### src/rtl/sevenseg_pkg.sv
// rtl/sevenseg_pkg.sv - shared constants, encodings and helpers for the 7-segment capture path
package sevenseg_pkg;

  // Active-low cathode patterns, bit7 = DP (off), bits6:0 = g..a
  localparam logic [7:0] SEG_0 = 8'hC0;
  localparam logic [7:0] SEG_1 = 8'hF9;
  localparam logic [7:0] SEG_2 = 8'hA4;
  localparam logic [7:0] SEG_3 = 8'hB0;
  localparam logic [7:0] SEG_4 = 8'h99;
  localparam logic [7:0] SEG_5 = 8'h92;
  localparam logic [7:0] SEG_6 = 8'h82;
  localparam logic [7:0] SEG_7 = 8'hF8;
  localparam logic [7:0] SEG_8 = 8'h80;
  localparam logic [7:0] SEG_9 = 8'h90;

  localparam logic [7:0] ANODE_ONES  = 8'hFE;
  localparam logic [7:0] ANODE_TENS  = 8'hFD;
  localparam logic [7:0] ANODE_BLANK = 8'hFF;

  typedef enum logic [1:0] {
    ST_EMPTY     = 2'd0,
    ST_HAVE_ONES = 2'd1,
    ST_HAVE_TENS = 2'd2
  } state_t;

  typedef enum logic [1:0] {
    POS_BLANK   = 2'd0,
    POS_ONES    = 2'd1,
    POS_TENS    = 2'd2,
    POS_INVALID = 2'd3
  } pos_t;

  function automatic pos_t anode_pos(input logic [7:0] anode);
    case (anode)
      ANODE_ONES:  return POS_ONES;
      ANODE_TENS:  return POS_TENS;
      ANODE_BLANK: return POS_BLANK;
      default:     return POS_INVALID;
    endcase
  endfunction

  // tens*10 + ones as 8*tens + 2*tens + ones; inputs are BCD so the result fits in 7 bits
  function automatic logic [7:0] bcd_to_bin(input logic [3:0] tens, input logic [3:0] ones);
    logic [6:0] sum;
    sum = 7'({tens, 3'b000}) + 7'({tens, 1'b0}) + 7'(ones);
    return {1'b0, sum};
  endfunction

endpackage

### src/rtl/seg_pattern_decode.sv
// rtl/seg_pattern_decode.sv - combinational cathode pattern to BCD digit decoder
module seg_pattern_decode
  import sevenseg_pkg::*;
(
  input  logic [7:0] cathode,
  output logic [3:0] digit,
  output logic       digit_ok
);

  always_comb begin
    digit    = 4'd0;
    digit_ok = 1'b1;
    case (cathode)
      SEG_0:   digit = 4'd0;
      SEG_1:   digit = 4'd1;
      SEG_2:   digit = 4'd2;
      SEG_3:   digit = 4'd3;
      SEG_4:   digit = 4'd4;
      SEG_5:   digit = 4'd5;
      SEG_6:   digit = 4'd6;
      SEG_7:   digit = 4'd7;
      SEG_8:   digit = 4'd8;
      SEG_9:   digit = 4'd9;
      default: digit_ok = 1'b0;
    endcase
  end

endmodule

### src/rtl/sevenseg_capture.sv
// rtl/sevenseg_capture.sv - samples the scanned display bus and rebuilds the two-digit value
module sevenseg_capture
  import sevenseg_pkg::*;
#(
  parameter int STABLE_CYCLES = 64,
  parameter int CNT_W         = 7
) (
  input  logic       clk,
  input  logic       rst_n,
  input  logic [7:0] anode,
  input  logic [7:0] cathode,
  output logic [7:0] value,
  output logic [3:0] tens,
  output logic [3:0] ones,
  output logic       valid,
  output logic       err
);

  localparam logic [CNT_W-1:0] CNT_MAX    = CNT_W'(STABLE_CYCLES);
  localparam logic [CNT_W-1:0] CNT_ACCEPT = CNT_W'(STABLE_CYCLES - 1);

  logic [15:0]      sync1, sync2, last_word;
  logic [CNT_W-1:0] stab_cnt;
  logic             same, accept;
  pos_t             pos;
  logic [3:0]       digit;
  logic             digit_ok;
  state_t           state;
  logic [3:0]       ones_q, tens_q;

  always_ff @(posedge clk or negedge rst_n) begin
    if (!rst_n) begin
      sync1     <= 16'hFFFF;
      sync2     <= 16'hFFFF;
      last_word <= 16'hFFFF;
    end else begin
      sync1     <= {anode, cathode};
      sync2     <= sync1;
      last_word <= sync2;
    end
  end

  assign same = (sync2 == last_word);

  // Saturating at STABLE_CYCLES keeps a long stable phase from accepting twice
  always_ff @(posedge clk or negedge rst_n) begin
    if (!rst_n) begin
      stab_cnt <= '0;
    end else if (!same) begin
      stab_cnt <= '0;
    end else if (stab_cnt != CNT_MAX) begin
      stab_cnt <= stab_cnt + 1'b1;
    end
  end

  assign accept = same && (stab_cnt == CNT_ACCEPT);
  assign pos    = anode_pos(sync2[15:8]);

  seg_pattern_decode u_decode (
    .cathode  (sync2[7:0]),
    .digit    (digit),
    .digit_ok (digit_ok)
  );

  always_ff @(posedge clk or negedge rst_n) begin
    if (!rst_n) begin
      state  <= ST_EMPTY;
      ones_q <= 4'd0;
      tens_q <= 4'd0;
      value  <= 8'd0;
      tens   <= 4'd0;
      ones   <= 4'd0;
      valid  <= 1'b0;
      err    <= 1'b0;
    end else begin
      valid <= 1'b0;
      err   <= 1'b0;
      if (accept && pos != POS_BLANK) begin
        if (pos == POS_INVALID || !digit_ok) begin
          err   <= 1'b1;
          state <= ST_EMPTY;
        end else begin
          case (state)
            ST_EMPTY: begin
              if (pos == POS_ONES) begin
                ones_q <= digit;
                state  <= ST_HAVE_ONES;
              end else begin
                tens_q <= digit;
                state  <= ST_HAVE_TENS;
              end
            end
            ST_HAVE_ONES: begin
              if (pos == POS_ONES) begin
                ones_q <= digit;
              end else begin
                tens  <= digit;
                ones  <= ones_q;
                value <= bcd_to_bin(digit, ones_q);
                valid <= 1'b1;
                state <= ST_EMPTY;
              end
            end
            ST_HAVE_TENS: begin
              if (pos == POS_TENS) begin
                tens_q <= digit;
              end else begin
                tens  <= tens_q;
                ones  <= digit;
                value <= bcd_to_bin(tens_q, digit);
                valid <= 1'b1;
                state <= ST_EMPTY;
              end
            end
            default: state <= ST_EMPTY;
          endcase
        end
      end
    end
  end

endmodule

### config.mk
export PLATFORM = sky130hd
export DESIGN_NAME = sevenseg_capture
export DESIGN_NICKNAME = d
export VERILOG_FILES = /design/src/rtl/sevenseg_pkg.sv /design/src/rtl/seg_pattern_decode.sv /design/src/rtl/sevenseg_capture.sv
export SDC_FILE = /design/constraint.sdc
export NUM_CORES = 1
export LEC_CHECK = 0
export CAP_MARGIN = 10
export CELL_PAD_IN_SITES_DETAIL_PLACEMENT = 1
export CELL_PAD_IN_SITES_GLOBAL_PLACEMENT = 1
export CORE_UTILIZATION = 50
export CTS_CLUSTER_SIZE = 8
export DETAILED_ROUTE_END_ITERATION = 10
export HOLD_SLACK_MARGIN = 0.1
export PLACE_DENSITY_LB_ADDON = 0.1
export SLEW_MARGIN = 20
export SYNTH_ARGS = -nofsm -noshare
export SYNTH_HDL_FRONTEND = slang
export SYNTH_HIERARCHICAL = 1
export SYNTH_SLANG_ARGS = --single-unit
### constraint.sdc
create_clock -name clk -period 7.7 [get_ports clk]
set_input_delay 1.54 -clock clk [delete_from_list [all_inputs] [get_ports clk]]
set_output_delay 1.54 -clock clk [all_outputs]
set_load 0.01 [all_outputs]
==> flow_summary.json <==
{
  "endpoint_kind": "register",
  "areaGrowthSynthToFinish_pct": 15.6,
  "combPwrFrac": 0.043,
  "layout_common_cells": "dfstp_2, dfrtp_1, clkdlybuf4s50_1, inv_1",
  "cp.arrival_ns": 4.08,
  "grt_max_degree": 82,
  "grt_pass1_wl_um": 12400,
  "rows": 31,
  "ir_worst_vdd_mv": 0.147,
  "synth_top_area_frac": 0.337,
  "fillers": 743,
  "synth_fp_nets": 340,
  "grt_pass1_vias": 2456,
  "max_cap_violations": 0,
  "leakagePower_nw": 1.89,
  "seqPwrFrac": 0.587,
  "required_ns": 8.00,
  "path_common_cell": "ha_1",
  "switching_power_uw": 191,
  "setup_viol": 0,
  "grt-ovfl-total": 0,
  "clk_latency_ns": 0.36,
  "htree_num_levels": 3,
  "cts_tree": "built",
  "synth_cell_types": 50,
  "critPathLaunchType": "register",
  "slowest_stage": "o32ai_1",
  "clock-sinks": 81,
  "crit_type": "register to register",
  "drc": 0,
  "first_pass_iters": 4,
  "io_pins": 36,
  "ys_dominant_reg_cell": "dfstp_2",
  "max_freq_mhz": 264,
  "p_per_area_nw_per_um2": 181,
  "vias": 2334,
  "setup_tns_ns": 0,
  "tightest_slew_ns": 0.888,
  "path_cells": "nor4b_1, nand2_1, o32ai_1, ha_1, ha_1, inv_1, fa_1, nor2b_1, o21ai_0, and4_1, nor4_1, mux2_2",
  "hold_buffers": 0,
  "synthesis.area_um2": 3740,
  "p_clk_frac": 0.370,
  "synthCells": 299,
  "cp_slowest_stage_delay_ns": 0.76,
  "cts-root-buf": "clkbuf_8",
  "seq_area_um2": 2090,
  "layout_commonest_cell": "dfstp_2",
  "post-cts-setup-buffer-count": 0,
  "relSlewSlack": 0.406,
  "io_buffers": 34,
  "grt_antenna_before_repair": 0,
  "totalWireLength_um": 7300,
  "die_y_um": 88.5,
  "hpwl_um": 5230,
  "outcome": "completed",
  "synth_edf_count": 0,
  "yosys-top-cells-area": "dfstp_2, dfrtp_1, mux2_2, ha_1, xor2_1",
  "drt_iter0_drc": 70,
  "drive_gt1_frac": 0.269,
  "viasPerCell": 5.34,
  "worst_slack_ns": 3.92,
  "cts_buffers": 9,
  "dieArea_um2": 7830,
  "skew_ns": 0.0129,
  "fin_crit_ns": 3.78,
  "switching_share": 0.244,
  "pre_cts_ws_ns": 4.01,
  "crit_family": "simple AND/OR/NAND/NOR gates",
  "cp_num_buf_inv": 1,
  "cts.path.max_buffers": 2,
  "gp_congestion": 0.798,
  "nets": 374,
  "ant_nets": 0,
  "hold_violations": 0,
  "multiInputGateArea_um2": 1500,
  "yosysTopAreaCell": "dfstp_2",
  "antennaDiodeCount": 0,
  "ys_async_sr_fraction": 1.00,
  "post-route-period-util": 0.491,
  "yosysSeqAreaShare": 0.558,
  "wl_per_cell_um": 16.7,
  "yosysWarnings": 6,
  "whs_ns": 0.351,
  "crit_fanout": 7,
  "synth_area_per_cell_um2": 12.5,
  "p_int_uw": 593,
  "ys_seq_elements": 81,
  "rsz0062_at_grt": "no",
  "clk_pin_slew_ns": 0.09,
  "die_w_um": 88.5,
  "grt_use_total": 0.218,
  "ctsResizeCount": 0,
  "fp.coreArea_um2": 7250,
  "hold_path_class": "register to register",
  "initial_core_util": 0.516,
  "finalMaxSlewViolations": 0
}
## layout make-up
| type | count | area share |
|---|---|---|
| flip-flops and latches | 81 | 0.483 |
| multi-input cells | 183 | 0.347 |
| repair buffers | 34 | 0.0790 |
| clock buffers | 11 | 0.0327 |
| well taps | 99 | 0.0287 |
| inverters | 24 | 0.0208 |
| clock inverters | 5 | 0.00869 |
## per-layer routing
metal	vias to the layer above	global-route usage	wire length, µm
met5	-	0	0
met4	0	0.0704	97
met3	9	0.0560	205
met2	33	0.372	3750
met1	1203	0.271	3250
li1	1089	-	-
## worst register-to-register path, delay by kind of cell (launching register included)
family | cells | cell delay (ns)
multiplexers | 1 | 0.19
buffers and inverters | 1 | 0.06
AO/OA/AOI/OAI | 2 | 0.88
AND/OR/NAND/NOR | 5 | 1.18
flip-flops | 1 | 0.58
adder cells (fa/ha/maj) | 3 | 0.86
## state kept, by name, indices dropped and copies added, names as in the netlist
name	count
sync2	16
err	1
state	2
ones	4
tens_q	4
value	6
stab_cnt	7
valid	1
last_word	16
ones_q	4
tens	4
sync1	16
## Yosys cell counts, drive strengths merged (2+ instances only)
cell / count
clkbuf: 3
ha: 19
fa: 4
o21ai: 10
dfstp: 48
nor3: 4
a21o: 3
dfrtp: 33
xnor2: 3
nand3: 5
nor2: 16
mux2i: 6
a31oi: 2
nand4: 3
nand3b: 3
xor2: 23
mux2: 25
nor2b: 2
nor4b: 3
and4: 2
nand2b: 4
nor4: 5
inv: 24
nand2: 12
buf: 8
a21oi: 8
a32o: 2
## metrics by stage
step           std cells  cell area [µm²]  power (mW)  utilization
2_1_floorplan        299             3740       0.479            -
3_3_place_gp         421             4140       0.499        0.571
3_5_place_dp         421             4140       0.502        0.571
4_1_cts              437             4320       0.796        0.595
5_1_grt              437             4320       0.817        0.596
6_report             437             4320       0.784        0.596
## cell families (layout without fill, tap and decap cells)
kind of cell	count (synthesis)	count (layout)	share of synthesized area
AOI/OAI and AO/OA	34	34	0.0589
xor gates and xnor gates	26	26	0.0609
adders and majority gates	23	23	0.0850
buffers and inverters	35	74	0.0408
DFF	81	81	0.558
muxes	31	31	0.0933
other	1	1	0.00100
and+or+nand+nor	68	68	0.102
## power by group through the flow
| stage | Clock [mW] | Sequential, mW | Combinational (mW) |
|---|---|---|---|
| 2_1_floorplan | 0 | 0.463 | 0.0159 |
| 3_3_place_gp | 0 | 0.466 | 0.0328 |
| 3_5_place_dp | 0 | 0.468 | 0.0338 |
| 4_1_cts | 0.301 | 0.461 | 0.0342 |
| 5_1_grt | 0.317 | 0.463 | 0.0379 |
| 6_report | 0.290 | 0.460 | 0.0334 |
## worst paths after layout
kind	from	endpoint	slack, ns	cells after the start
worst max-delay path	sync2[7]	value[6]	3.92	12
worst min-delay path	sync1[1]	sync2[1]	0.35	0
worst max register to register	sync2[7]	value[6]	3.92	12
worst min register to register	sync1[1]	sync2[1]	0.35	0
max in group asynchronous	rst_n	tens_q[2]	5.98	1
min in group asynchronous	rst_n	ones[0]	1.19	1
Note: power is estimated with default switching activity, not from simulation.
